===== config.mk =====
export PLATFORM = sky130hd
export DESIGN_NAME = fios_res_collector
export DESIGN_NICKNAME = d
export VERILOG_FILES = /design/src/rtl/fios_res_collector.sv
export SDC_FILE = /design/constraint.sdc
export NUM_CORES = 1
export LEC_CHECK = 0
export ABC_AREA = 1
export CAP_MARGIN = 40
export CORE_MARGIN = 4
export CORE_UTILIZATION = 29
export DETAILED_ROUTE_END_ITERATION = 6
export PLACE_DENSITY = 0.5
export SLEW_MARGIN = 25
export SYNTH_ARGS = -nofsm -noshare
export SYNTH_HDL_FRONTEND = slang
export SYNTH_SLANG_ARGS = --single-unit

===== constraint.sdc =====
create_clock -name clock_i -period 1.8 [get_ports clock_i]
set_input_delay 0.18 -clock clock_i [delete_from_list [all_inputs] [get_ports clock_i]]
set_output_delay 0.18 -clock clock_i [all_outputs]
set_load 0.005 [all_outputs]

===== src/rtl/fios_res_collector.sv =====
// Collects the word-serial FIOS result (LSW first), optionally applies the final
// conditional subtraction of p (macro FIOS_FINAL_SUB_EN), and hands it off via valid/ready.
module fios_res_collector #(
  parameter int s = 8,
  parameter int W = 17
) (
  input  logic             clock_i,
  input  logic             reset_n_i,
  input  logic [s*W-1:0]   p_i,
  input  logic [W-1:0]     res_word_i,
  input  logic             res_valid_i,
  output logic [s*W-1:0]   result_o,
  output logic             result_valid_o,
  input  logic             result_ready_i,
  output logic             busy_o,
  output logic             overflow_o
);

  localparam int CNT_W = $clog2(s + 1);

  typedef enum logic [1:0] {ST_IDLE, ST_COLLECT, ST_HOLD} state_t;

  state_t           r_state;
  logic [CNT_W-1:0] r_cnt;
  logic [s*W-1:0]   r_raw;
  logic [s*W-1:0]   w_raw_next;
  logic [s*W-1:0]   w_final;
  logic             w_accept;
  logic             w_last;

  assign w_accept = res_valid_i && (r_state != ST_HOLD);
  assign w_last   = (r_cnt == CNT_W'(s - 1));

  // Raw buffer as it will look once the current word lands, so the final
  // select can be made in the same cycle as the last word.
  generate
    for (genvar gi = 0; gi < s; gi++) begin : g_raw
      assign w_raw_next[gi*W +: W] = (w_accept && (r_cnt == CNT_W'(gi))) ?
                                     res_word_i : r_raw[gi*W +: W];
    end
  endgenerate

`ifdef FIOS_FINAL_SUB_EN
  logic             r_borrow;
  logic [s*W-1:0]   r_diff;
  logic [s*W-1:0]   w_diff_next;
  logic [W-1:0]     w_p_word;
  logic             w_borrow_in;
  logic [W:0]       w_sub;

  always_comb begin
    w_p_word = '0;
    for (int k = 0; k < s; k++) begin
      if (r_cnt == CNT_W'(k)) w_p_word = p_i[k*W +: W];
    end
  end

  assign w_borrow_in = (r_cnt == '0) ? 1'b0 : r_borrow;
  assign w_sub = {1'b0, res_word_i} - {1'b0, w_p_word} - {{W{1'b0}}, w_borrow_in};

  generate
    for (genvar gi = 0; gi < s; gi++) begin : g_diff
      assign w_diff_next[gi*W +: W] = (w_accept && (r_cnt == CNT_W'(gi))) ?
                                      w_sub[W-1:0] : r_diff[gi*W +: W];
    end
  endgenerate

  // Final borrow set means raw < p, so the unreduced value is already in range.
  assign w_final = w_sub[W] ? w_raw_next : w_diff_next;

  always_ff @(posedge clock_i or negedge reset_n_i) begin
    if (!reset_n_i) begin
      r_borrow <= 1'b0;
      r_diff   <= '0;
    end else if (w_accept) begin
      r_borrow <= w_sub[W];
      r_diff   <= w_diff_next;
    end else if ((r_state == ST_HOLD) && result_ready_i) begin
      r_borrow <= 1'b0;
    end
  end
`else
  logic w_unused_p;
  assign w_unused_p = ^p_i;
  assign w_final    = w_raw_next;
`endif

  always_ff @(posedge clock_i or negedge reset_n_i) begin
    if (!reset_n_i) begin
      r_state        <= ST_IDLE;
      r_cnt          <= '0;
      r_raw          <= '0;
      result_o       <= '0;
      result_valid_o <= 1'b0;
      busy_o         <= 1'b0;
      overflow_o     <= 1'b0;
    end else begin
      case (r_state)
        ST_IDLE, ST_COLLECT: begin
          if (res_valid_i) begin
            r_raw <= w_raw_next;
            r_cnt <= r_cnt + CNT_W'(1);
            if (w_last) begin
              r_state        <= ST_HOLD;
              result_o       <= w_final;
              result_valid_o <= 1'b1;
              busy_o         <= 1'b0;
            end else begin
              r_state <= ST_COLLECT;
              busy_o  <= 1'b1;
            end
          end
        end
        ST_HOLD: begin
          if (res_valid_i) overflow_o <= 1'b1;
          if (result_ready_i) begin
            r_state        <= ST_IDLE;
            r_cnt          <= '0;
            result_valid_o <= 1'b0;
          end
        end
        default: begin
          r_state        <= ST_IDLE;
          r_cnt          <= '0;
          result_valid_o <= 1'b0;
          busy_o         <= 1'b0;
        end
      endcase
    end
  end

endmodule


Word level (Yosys, flattened, before mapping). Cells that the tools add are included.

$add $sub $neg: 1. Bitwise gates (word level): 1. Eq/ne operators: 13. $lt $le $gt $ge: 0. Multiply operators: 0. Multiplexer cells: 22. Shifts and indexed selects: 0. Reductions and logical operators: 18. Div/mod/pow operators: 0.

Operator list (count): $mux W17 (8); $eq A4 B3 Y1 const B (4); $logic_and A1 B1 Y1 (9); $eq A4 B2 Y1 const B (2); $mux W4 (2); $ne A2 B2 Y1 const B (4); $pmux W4 S2 (1); $reduce_and A2 Y1 (4); $mux W2 (3); $reduce_and A3 Y1 (2); $mux W1 (5); $add A4 B1 Y4 const B (1); $eq A4 B1 Y1 const B (1); $logic_not A4 Y1 (1); $pmux W1 S2 (2); $pmux W2 S2 (1); $eq A2 B1 Y1 const B (1); $eq A2 B2 Y1 const B (1); $logic_not A2 Y1 (1); $reduce_or A2 Y1 (1); $not A1 Y1 (1).

Output and inout port bits: 139. Latch bits: 0. Memory bits (writable): 0. Register bits: 281. Memories: 0. Bits of input ports: 157. Memory bits (read-only): 0.

Logic depth before layout (Yosys ltp). Gate-level depths: netlist of the first run.

Depth after elaboration: 4. Mapped depth: 9.

Worst setup path before layout of the first run. Ideal clock, no wire load.

Path type: register to register. From: register r_cnt[0]. To: register result_o[109]. Clock period less this slack: 1.482 ns. Data arrival time: 1.365 ns. Setup slack: 0.318 ns. Library setup time: 0.117 ns. Cell stages (with the launch flop): 10. Path buffers: 1. Path through: dfrtp_1 -> inv_1 -> ha_1 -> nand3_1 -> inv_1 -> nand2_1 -> buf_2 -> nand2_1 -> nand3_1 -> nand2_1.

Cells in the longest elaborated chain, start to end: 3. Elaborated cells between the ends (all ways): 5. Those cells by class: eq/ne (2); mux (1); reduce/logical (2).

RTL lines: start: declaration (RTL line 24) `logic [CNT_W-1:0] r_cnt;`; start signal: assignment (RTL line 102) `r_cnt <= r_cnt + CNT_W'(1);`; $eq A4 B3 Y1 (RTL line 38) `assign w_raw_next[gi*W +: W] = (w_accept && (r_cnt == CNT_W'(gi))) ?`; $logic_and A1 B1 Y1 (RTL line 38); $mux W17 (RTL line 38); end signal: assignment (RTL line 105) `result_o <= w_final;`; end: declaration (RTL line 12) `output logic [s*W-1:0] result_o,`.

Parallel ways exist; a longest one is shown, timed or not. A chain may end at the register's enable or synchronous reset.

Worst setup path after layout of the first run.
From: register r_cnt[1]. To: register result_o[8].

Cells in the longest elaborated chain, start to end: 3. Elaborated cells between the ends (all ways): 5. Those cells by class: eq/ne (1); mux (1); reduce/logical (3).

RTL lines (RTL line): $logic_not A4 Y1 (38); $logic_and A1 B1 Y1 (38); $mux W17 (38).

Parallel ways exist; a longest one is shown, timed or not.

==> insert_results.sql, run 1 <==
INSERT INTO impl_metrics (metric_group, metric, value, unit) VALUES
('run_status', 'run_status', 'finished clean', ''),
('placed_design', 'dp.final_hpwl', '26.7', 'mm'),
('setup_path', 'worst-path-max-fanout', '33', ''),
('route', 'wire_per_inst', '17.0', 'um'),
('power', 'power_per_cell_area', '1480', 'nW/um2'),
('timing', 'endpoints_failing_setup', '0', ''),
('power', 'sw_frac_of_total', '33.6', '%'),
('power', 'clock_power_share', '26.1', '%'),
('global_routing', 'globalRouteOverflowTotal', '0', ''),
('timing', 'final.setup_skew', '0.0105', 'ns'),
('timing', 'maxSlewHeadroom', '76.2', '%'),
('global_routing', 'global_route.usage.total', '17.2', '%'),
('power', 'combinationalPowerShare', '33.6', '%'),
('cells_and_area', 'final_nets', '2026', ''),
('cells_and_area', 'multi_input_comb_area', '4880', 'um2'),
('cells_and_area', 'fin_util', '38.1', '%'),
('yosys', 'synth_edf_count', '0', ''),
('clocking', 'cts.repair_timing.setup_buffer_count', '0', ''),
('cells_and_area', 'n_fill_cell', '4473', ''),
('setup_path', 'worst_path_max_stage_delay', '0.41', 'ns'),
('power', 'p_int', '16500', 'uW'),
('cells_and_area', 'drive_gt1_share', '8.05', '%'),
('yosys', 'syn_inst', '1680', ''),
('setup_path', 'rr_startpoint', 'r_cnt[1]$_DFFE_PN0P_', ''),
('hold_path', 'hp-class', 'in2async', ''),
('setup_path', 'critical_path.n_buffers_inverters', '2', ''),
('die', 'initial_utilization', '29.4', '%'),
('clocking', 'cts.clk_slew.worst_paths', '0.06', 'ns'),
('die', 'dieWidth', '220', 'um'),
('setup_path', 'critPathMostFrequentCell', 'sky130_fd_sc_hd__nand3_1', ''),
('clocking', 'tritoncts', 'built', ''),
('setup_path', 'max_stage_delay_cell_worst_path', 'sky130_fd_sc_hd__dfrtp_2', ''),
('cells_and_area', 'layout.area.seq', '7030', 'um2'),
('route', 'drc', '0', ''),
('global_routing', 'grt_first_pass_wirelength', '64.9', 'mm'),
('yosys', 'area_of_the_mapped_netlist', '13000', 'um2'),
('route', 'totalWireLength', '42.2', 'mm'),
('timing', 'max_clock_freq', '590', 'MHz'),
('die', 'vert_die_dim', '220', 'um'),
('placed_design', 'io_buffer_count', '159', ''),
('cells_and_area', 'area.growth.synth_to_final', '29.8', '%'),
('setup_path', 'path_delay_family', 'simple AND/OR/NAND/NOR gates', ''),
('global_routing', 'antenna_found_initial', '1', ''),
('placed_design', 'gp_congestion', '0.768', ''),
('setup_path', 'path_cells', 'ha_1 -> nand3_1 -> nor2_4 -> buf_4 -> buf_12 -> nand3_1 -> nand2_1', ''),
('route', 'post_dr_vias_cell', '4.69', ''),
('run', 'max_cap_viol_count', '0', ''),
('route', 'initial_drc_count', '1221', ''),
('clocking', 'htreeDepth', '1', ''),
('yosys', 'synth-seq-cells', '281', ''),
('setup_path', 'crit_start', 'r_cnt[1]$_DFFE_PN0P_', ''),
('power', 'power.share.sequential', '40.3', '%'),
('timing', 'slew_violations', '0', ''),
('yosys', 'asyncSetResetFlopFracSynth', '100', '%'),
('yosys', 'synth_seq_area_share', '54.2', '%'),
('yosys', 'ys.flop_type', 'sky130_fd_sc_hd__dfrtp_1', ''),
('timing', 'whs', '0.115', 'ns'),
('setup_path', 'crit_path_start_kind', 'register', ''),
('clocking', 'ctsRootBufferMaster', 'sky130_fd_sc_hd__clkbuf_16', ''),
('clocking', 'cts-root-to-sink-buffers', '3', ''),
('yosys', 'synth.top_cells.by_area', 'sky130_fd_sc_hd__dfrtp_1, sky130_fd_sc_hd__nand2_1, sky130_fd_sc_hd__nand3_1, sky130_fd_sc_hd__inv_1, sky130_fd_sc_hd__buf_2', ''),
('power', 'max_rail_drop_vdd', '0.500', 'mV'),
('yosys', 'postSynthNetCount', '1841', ''),
('global_routing', 'largest_net_degree_at_the_start_of_global_routing', '59', ''),
('power', 'power.static_leakage', '0.00906', 'uW'),
('timing', 'report.final.hold_viol_count', '0', ''),
('timing', 'layout_worst_path_cycle_share', '94.2', '%'),
('setup_path', 'crit_arrival', '2.20', 'ns'),
('route', 'drtAntennaViolNets', '0', ''),
('yosys', 'syn_area_per_cell', '7.73', 'um2'),
('cells_and_area', 'n_antenna_cell', '0', '');
-- registers in the layout (all words and copies together) (netlist names) --
register and cells:
r_raw 136, result_o 136, r_cnt 4, r_state 2, busy_o 1, overflow_o 1
result_valid_o 1
-- layer usage --
metal / global-route usage [%] / wire length, um / vias to the layer above
met3: 3.24 / 3040 / 64
met1: 24.1 / 18600 / 5634
met4: 4.58 / 969 / 2
met2: 27.5 / 19500 / 353
met5: 0 / 13 / -
li1: - / - / 5591
-- final timing paths --
path | endpoint | slack (ns) | depth (start not counted)
max in group asynchronous | r_raw[36]$_DFFE_PN0P_ | 1.00 | 3
min in group clock_i | r_state[1]$_DFFE_PN0P_ | 0.38 | 3
max reg2reg | result_o[8]$_DFFE_PN0P_ | 0.10 | 7
max | result_o[8]$_DFFE_PN0P_ | 0.10 | 7
min | r_raw[97]$_DFFE_PN0P_ | 0.12 | 2
min reg2reg | r_raw[59]$_DFFE_PN0P_ | 0.48 | 2
-- final cells by class --
type	instances	share of cell area (%)
Timing Repair Buffer	237	15.0
Sequential cell	281	41.7
Clock inverter	11	0.794
Tap cell	592	4.39
Multi-Input combinational cell	1144	29.0
Inverter	170	3.81
Clock buffer	46	5.35
-- cells in the final DEF (no fill, tap or decap), types with 2 or more instances in the layout --
cell / instances
sky130_fd_sc_hd__clkinv_2: 7
sky130_fd_sc_hd__bufinv_16: 3
sky130_fd_sc_hd__nand3_1: 346
sky130_fd_sc_hd__o21ai_0: 5
sky130_fd_sc_hd__clkbuf_8: 7
sky130_fd_sc_hd__buf_8: 2
sky130_fd_sc_hd__nand2_2: 5
sky130_fd_sc_hd__buf_12: 26
sky130_fd_sc_hd__dfrtp_1: 280
sky130_fd_sc_hd__inv_4: 2
sky130_fd_sc_hd__nor2_1: 2
sky130_fd_sc_hd__nand2_4: 3
sky130_fd_sc_hd__nor2_2: 4
sky130_fd_sc_hd__clkbuf_16: 31
sky130_fd_sc_hd__buf_4: 48
sky130_fd_sc_hd__clkbuf_1: 8
sky130_fd_sc_hd__nor2_4: 5
sky130_fd_sc_hd__inv_1: 164
sky130_fd_sc_hd__clkdlybuf4s50_1: 158
sky130_fd_sc_hd__buf_6: 2
sky130_fd_sc_hd__ha_1: 4
sky130_fd_sc_hd__nand2_1: 764
sky130_fd_sc_hd__inv_2: 4
-- kinds of logic (layout without fill, tap and decap cells) --
kind of cell               after synthesis  in the layout  share of synthesized area (%)
buffers and inverters                  255            464                           8.45
DFF                                    281            281                           54.2
adders and majority gates                4              4                          0.385
and+or+nand+nor                       1131           1131                           36.6
AOI/OAI and AO/OA                        9              9                          0.434
-- metrics by stage --
| step | total power, uW | worst slack [ns] | instances | TNS (ns) |
|---|---|---|---|---|
| final | 24900 | 0.105 | 2481 | 0 |
| after CTS | 25200 | 0.0514 | 2481 | 0 |
| after detailed placement | 18500 | -0.0726 | 2423 | -1.41 |
| after floorplan | 14400 | 0.318 | 1680 | 0 |
| after global placement | 18200 | -0.0511 | 2423 | -0.558 |
| after global routing | 26800 | -0.00319 | 2481 | -0.00319 |
-- power by group through the flow --
stage                     logic, uW  clock network, uW  registers [uW]
final                          8350               6500           10000
after global routing           9520               6980           10300
after CTS                      8450               6710           10000
after detailed placement       8390                  0           10100
after global placement         8200                  0           10000
after floorplan                4540                  0            9900
-- what timing repair did --
item | in CTS | in global routing
hold buffers | 1 | 0
hold endpoints to repair | 281 | 0
endpoints found under the setup margin | 0 | 105
resized for setup | 0 | 6
Power figures use the tool's default switching activity.
==> run 2, diff against run 1 <==
--- a/config.mk
+++ b/config.mk
@@ -11,7 +11,6 @@
 export CORE_UTILIZATION = 29
 export DETAILED_ROUTE_END_ITERATION = 6
 export PLACE_DENSITY = 0.5
-export SLEW_MARGIN = 25
 export SYNTH_ARGS = -nofsm -noshare
 export SYNTH_HDL_FRONTEND = slang
 export SYNTH_SLANG_ARGS = --single-unit
==> results of run 2 <==
Same layout as run 1: the final DEF is identical, and so are final timing and power.
==> run 3, diff against run 2 <==
==> constraint.sdc (replaced) <==
create_clock -name clock_i -period 1.8 [get_ports clock_i]
set_input_delay 0.18 -clock clock_i [delete_from_list [all_inputs] [get_ports clock_i]]
set_output_delay 0.18 -clock clock_i [all_outputs]
set_load 0.1 [all_outputs]
==> run 3 against run 2 <==
  * Clock skew is 0.0074 ns higher
  * Sequential power is essentially flat
  * Non-clock buffer count grew 5
  * Global-route usage up 0.29 points
  * Core utilization fell by 0.33 points
  * Worst setup slack improved by 0.023 ns
  * First-iteration DRC count decreased by 26%
  * Count of clock-buffer cells in the layout rose by 1
  * Largest cell class unchanged
  * Highest routed layer is now met4
==> insert_results.sql, run 3 (synthesis results as in run 1) <==
INSERT INTO impl_metrics (metric_group, metric, value, unit) VALUES
('timing', 'setup_slack', '0.128', 'ns'),
('die', 'initial_utilization', '29.4', '%'),
('global_routing', 'antenna_found_initial', '0', ''),
('placed_design', 'postPlaceCellArea', '15600', 'um2'),
('cells_and_area', 'final_nets', '2034', ''),
('route', 'drtAntennaViolNets', '0', ''),
('power', 'power_per_cell_area', '1960', 'nW/um2'),
('setup_path', 'crit_path_start_kind', 'register', ''),
('setup_path', 'crit_arrival', '2.13', 'ns'),
('global_routing', 'grt_first_pass_wirelength', '65.5', 'mm'),
('clocking', 'cts-root-to-sink-buffers', '3', ''),
('clocking', 'numCtsBuffers', '34', ''),
('timing', 'final.setup_skew', '0.0179', 'ns'),
('timing', 'maxSlewHeadroom', '74.0', '%'),
('power', 'max_rail_drop_vdd', '1.35', 'mV'),
('timing', 'layout_worst_path_cycle_share', '92.9', '%'),
('run', 'max_cap_viol_count', '0', ''),
('timing', 'tightestPinTransition', '0.390', 'ns'),
('placed_design', 'dpl_worst_slack', '-0.0933', 'ns'),
('global_routing', 'global_route.usage.total', '17.5', '%'),
('clocking', 'clk-insertion-delay-late', '0.54', 'ns'),
('power', 'combinationalPowerShare', '48.0', '%'),
('setup_path', 'ff2ff_setup_slack', '0.13', 'ns'),
('clocking', 'cts.repair_timing.setup_buffer_count', '0', ''),
('cells_and_area', 'area.growth.synth_to_final', '28.7', '%'),
('clocking', 'htreeDepth', '2', ''),
('timing', 'rsz_0062_raised_after_global_routing', 'false', ''),
('die', 'vert_die_dim', '220', 'um'),
('clocking', 'cts_num_sinks', '281', ''),
('power', 'sw_frac_of_total', '49.4', '%'),
('die', 'die_area', '48200', 'um2'),
('setup_path', 'timing.rr.end', 'result_o[10]$_DFFE_PN0P_', ''),
('power', 'netSwitchingPower', '16200', 'uW'),
('power', 'power.share.sequential', '30.6', '%'),
('setup_path', 'worst_setup_path_end_kind', 'register', ''),
('die', 'rows', '77', ''),
('global_routing', 'largest_net_degree_at_the_start_of_global_routing', '57', ''),
('global_routing', 'globalRouteOverflowTotal', '0', ''),
('placed_design', 'io_buffer_count', '159', ''),
('cells_and_area', 'post-route-cell-area', '16700', 'um2'),
('power', 'power.static_leakage', '0.00939', 'uW'),
('route', 'wire_per_inst', '16.9', 'um'),
('placed_design', 'dp.final_hpwl', '27.1', 'mm'),
('cells_and_area', 'n_antenna_cell', '0', ''),
('power', 'p_int', '16600', 'uW'),
('cells_and_area', 'largest_registers', 'r_raw x136, result_o x136, r_cnt x4', ''),
('timing', 'slew_violations', '0', ''),
('route', 'initial_drc_count', '902', ''),
('timing', 'setup_tns', '0', 'ns'),
('global_routing', 'first_global_vias', '11200', ''),
('cells_and_area', 'layout_commonest_cell', 'sky130_fd_sc_hd__nand2_1', ''),
('clocking', 'ctsRootBufferMaster', 'sky130_fd_sc_hd__clkbuf_16', ''),
('timing', 'report.final.hold_viol_count', '0', ''),
('hold_path', 'hp-class', 'in2async', ''),
('clocking', 'tritoncts', 'built', ''),
('cells_and_area', 'drive_gt1_share', '15.9', '%'),
('setup_path', 'crit_required', '2.26', 'ns'),
('route', 'dr.pass1.iters', '5', ''),
('die', 'floorplan.core_area', '44200', 'um2'),
('setup_path', 'worst-path-max-fanout', '23', ''),
('cells_and_area', 'fin_util', '37.8', '%'),
('route', 'drc', '0', ''),
('run_status', 'run_status', 'finished clean', ''),
('route', 'via_count', '11500', ''),
('timing', 'endpoints_failing_setup', '0', ''),
('die', 'dieWidth', '220', 'um'),
('timing', 'max_clock_freq', '598', 'MHz'),
('route', 'totalWireLength', '42.1', 'mm'),
('cells_and_area', 'layout.cells.most_common_list', 'sky130_fd_sc_hd__nand2_1, sky130_fd_sc_hd__nand3_1, sky130_fd_sc_hd__dfrtp_1', ''),
('timing', 'timing.final.crit_period', '1.67', 'ns'),
('setup_path', 'worst_setup_path_category', 'reg2reg', ''),
('clocking', 'cts.clk_slew.worst_paths', '0.06', 'ns'),
('setup_path', 'worst_r2r_path_depth', '7', ''),
('route', 'post_dr_vias_cell', '4.63', ''),
('die', 'top_level_ports', '296', ''),
('power', 'clock_power_share', '21.5', '%'),
('placed_design', 'gp_congestion', '0.768', ''),
('setup_path', 'rr_startpoint', 'r_cnt[1]$_DFFE_PN0P_', '');
run 3: how the worst max path moves through the flow:
stage,start,end,depth (start not counted)
2_1_floorplan,r_cnt[0]$_DFFE_PN0P_,result_o[109]$_DFFE_PN0P_,9
3_3_place_gp,res_valid_i,result_o[58]$_DFFE_PN0P_,9
3_5_place_dp,res_valid_i,result_o[58]$_DFFE_PN0P_,9
4_1_cts,r_cnt[1]$_DFFE_PN0P_,result_o[4]$_DFFE_PN0P_,7
5_1_grt,r_cnt[0]$_DFFE_PN0P_,result_o[29]$_DFFE_PN0P_,8
6_report,r_cnt[1]$_DFFE_PN0P_,result_o[10]$_DFFE_PN0P_,7
run 3: area by class of cell:
class / instances / area [um2]
Fill cell: 4510 / 27500
Sequential cell: 281 / 7030
Multi-Input combinational cell: 1144 / 4880
Timing Repair Buffer: 242 / 2280
Clock buffer: 47 / 991
Tap cell: 592 / 741
Inverter: 170 / 643
Clock inverter: 12 / 145
run 3: power by group through the flow:
stage                     combinational [uW]  sequential [uW]  clock [uW]
after floorplan                         4540            17400           0
after global placement                 15700            10000           0
after detailed placement               15800            10100           0
after CTS                              15900            10000        7270
after global routing                   17000            10300        7480
final                                  15700            10000        7040
run 3: critical path, stage by stage, from the launching register on:
cell	delay, ns
sky130_fd_sc_hd__dfrtp_2	0.41
sky130_fd_sc_hd__ha_1	0.20
sky130_fd_sc_hd__nand3_2	0.14
sky130_fd_sc_hd__nor2_4	0.25
sky130_fd_sc_hd__buf_12	0.22
sky130_fd_sc_hd__buf_12	0.16
sky130_fd_sc_hd__nand3_1	0.13
sky130_fd_sc_hd__nand2_1	0.08
run 3: what timing repair did:
| action | in CTS | in global routing |
|---|---|---|
| setup endpoints to repair | 0 | 94 |
| hold buffers | 1 | 0 |
| endpoints found under the hold margin | 281 | 0 |
| gates resized for setup | 0 | 3 |
run 3: metrics by stage:
stage          hold WS [ns]  instances  total power, uW
4_1_cts               0.146       2488            33200
5_1_grt               0.180       2488            34800
6_report              0.171       2488            32800
3_5_place_dp          0.111       2428            26000
3_3_place_gp          0.117       2428            25700
2_1_floorplan        -0.116       1680            22000
run 3: metal layers:
| layer | track usage [%] | part of all wire, % | up-vias |
|---|---|---|---|
| met5 | 0 | 0 | - |
| met4 | 6.68 | 3.5 | 0 |
| met3 | 4.62 | 6.7 | 86 |
| met2 | 26.6 | 45 | 296 |
| met1 | 23.9 | 45 | 5494 |
| li1 | - | - | 5637 |
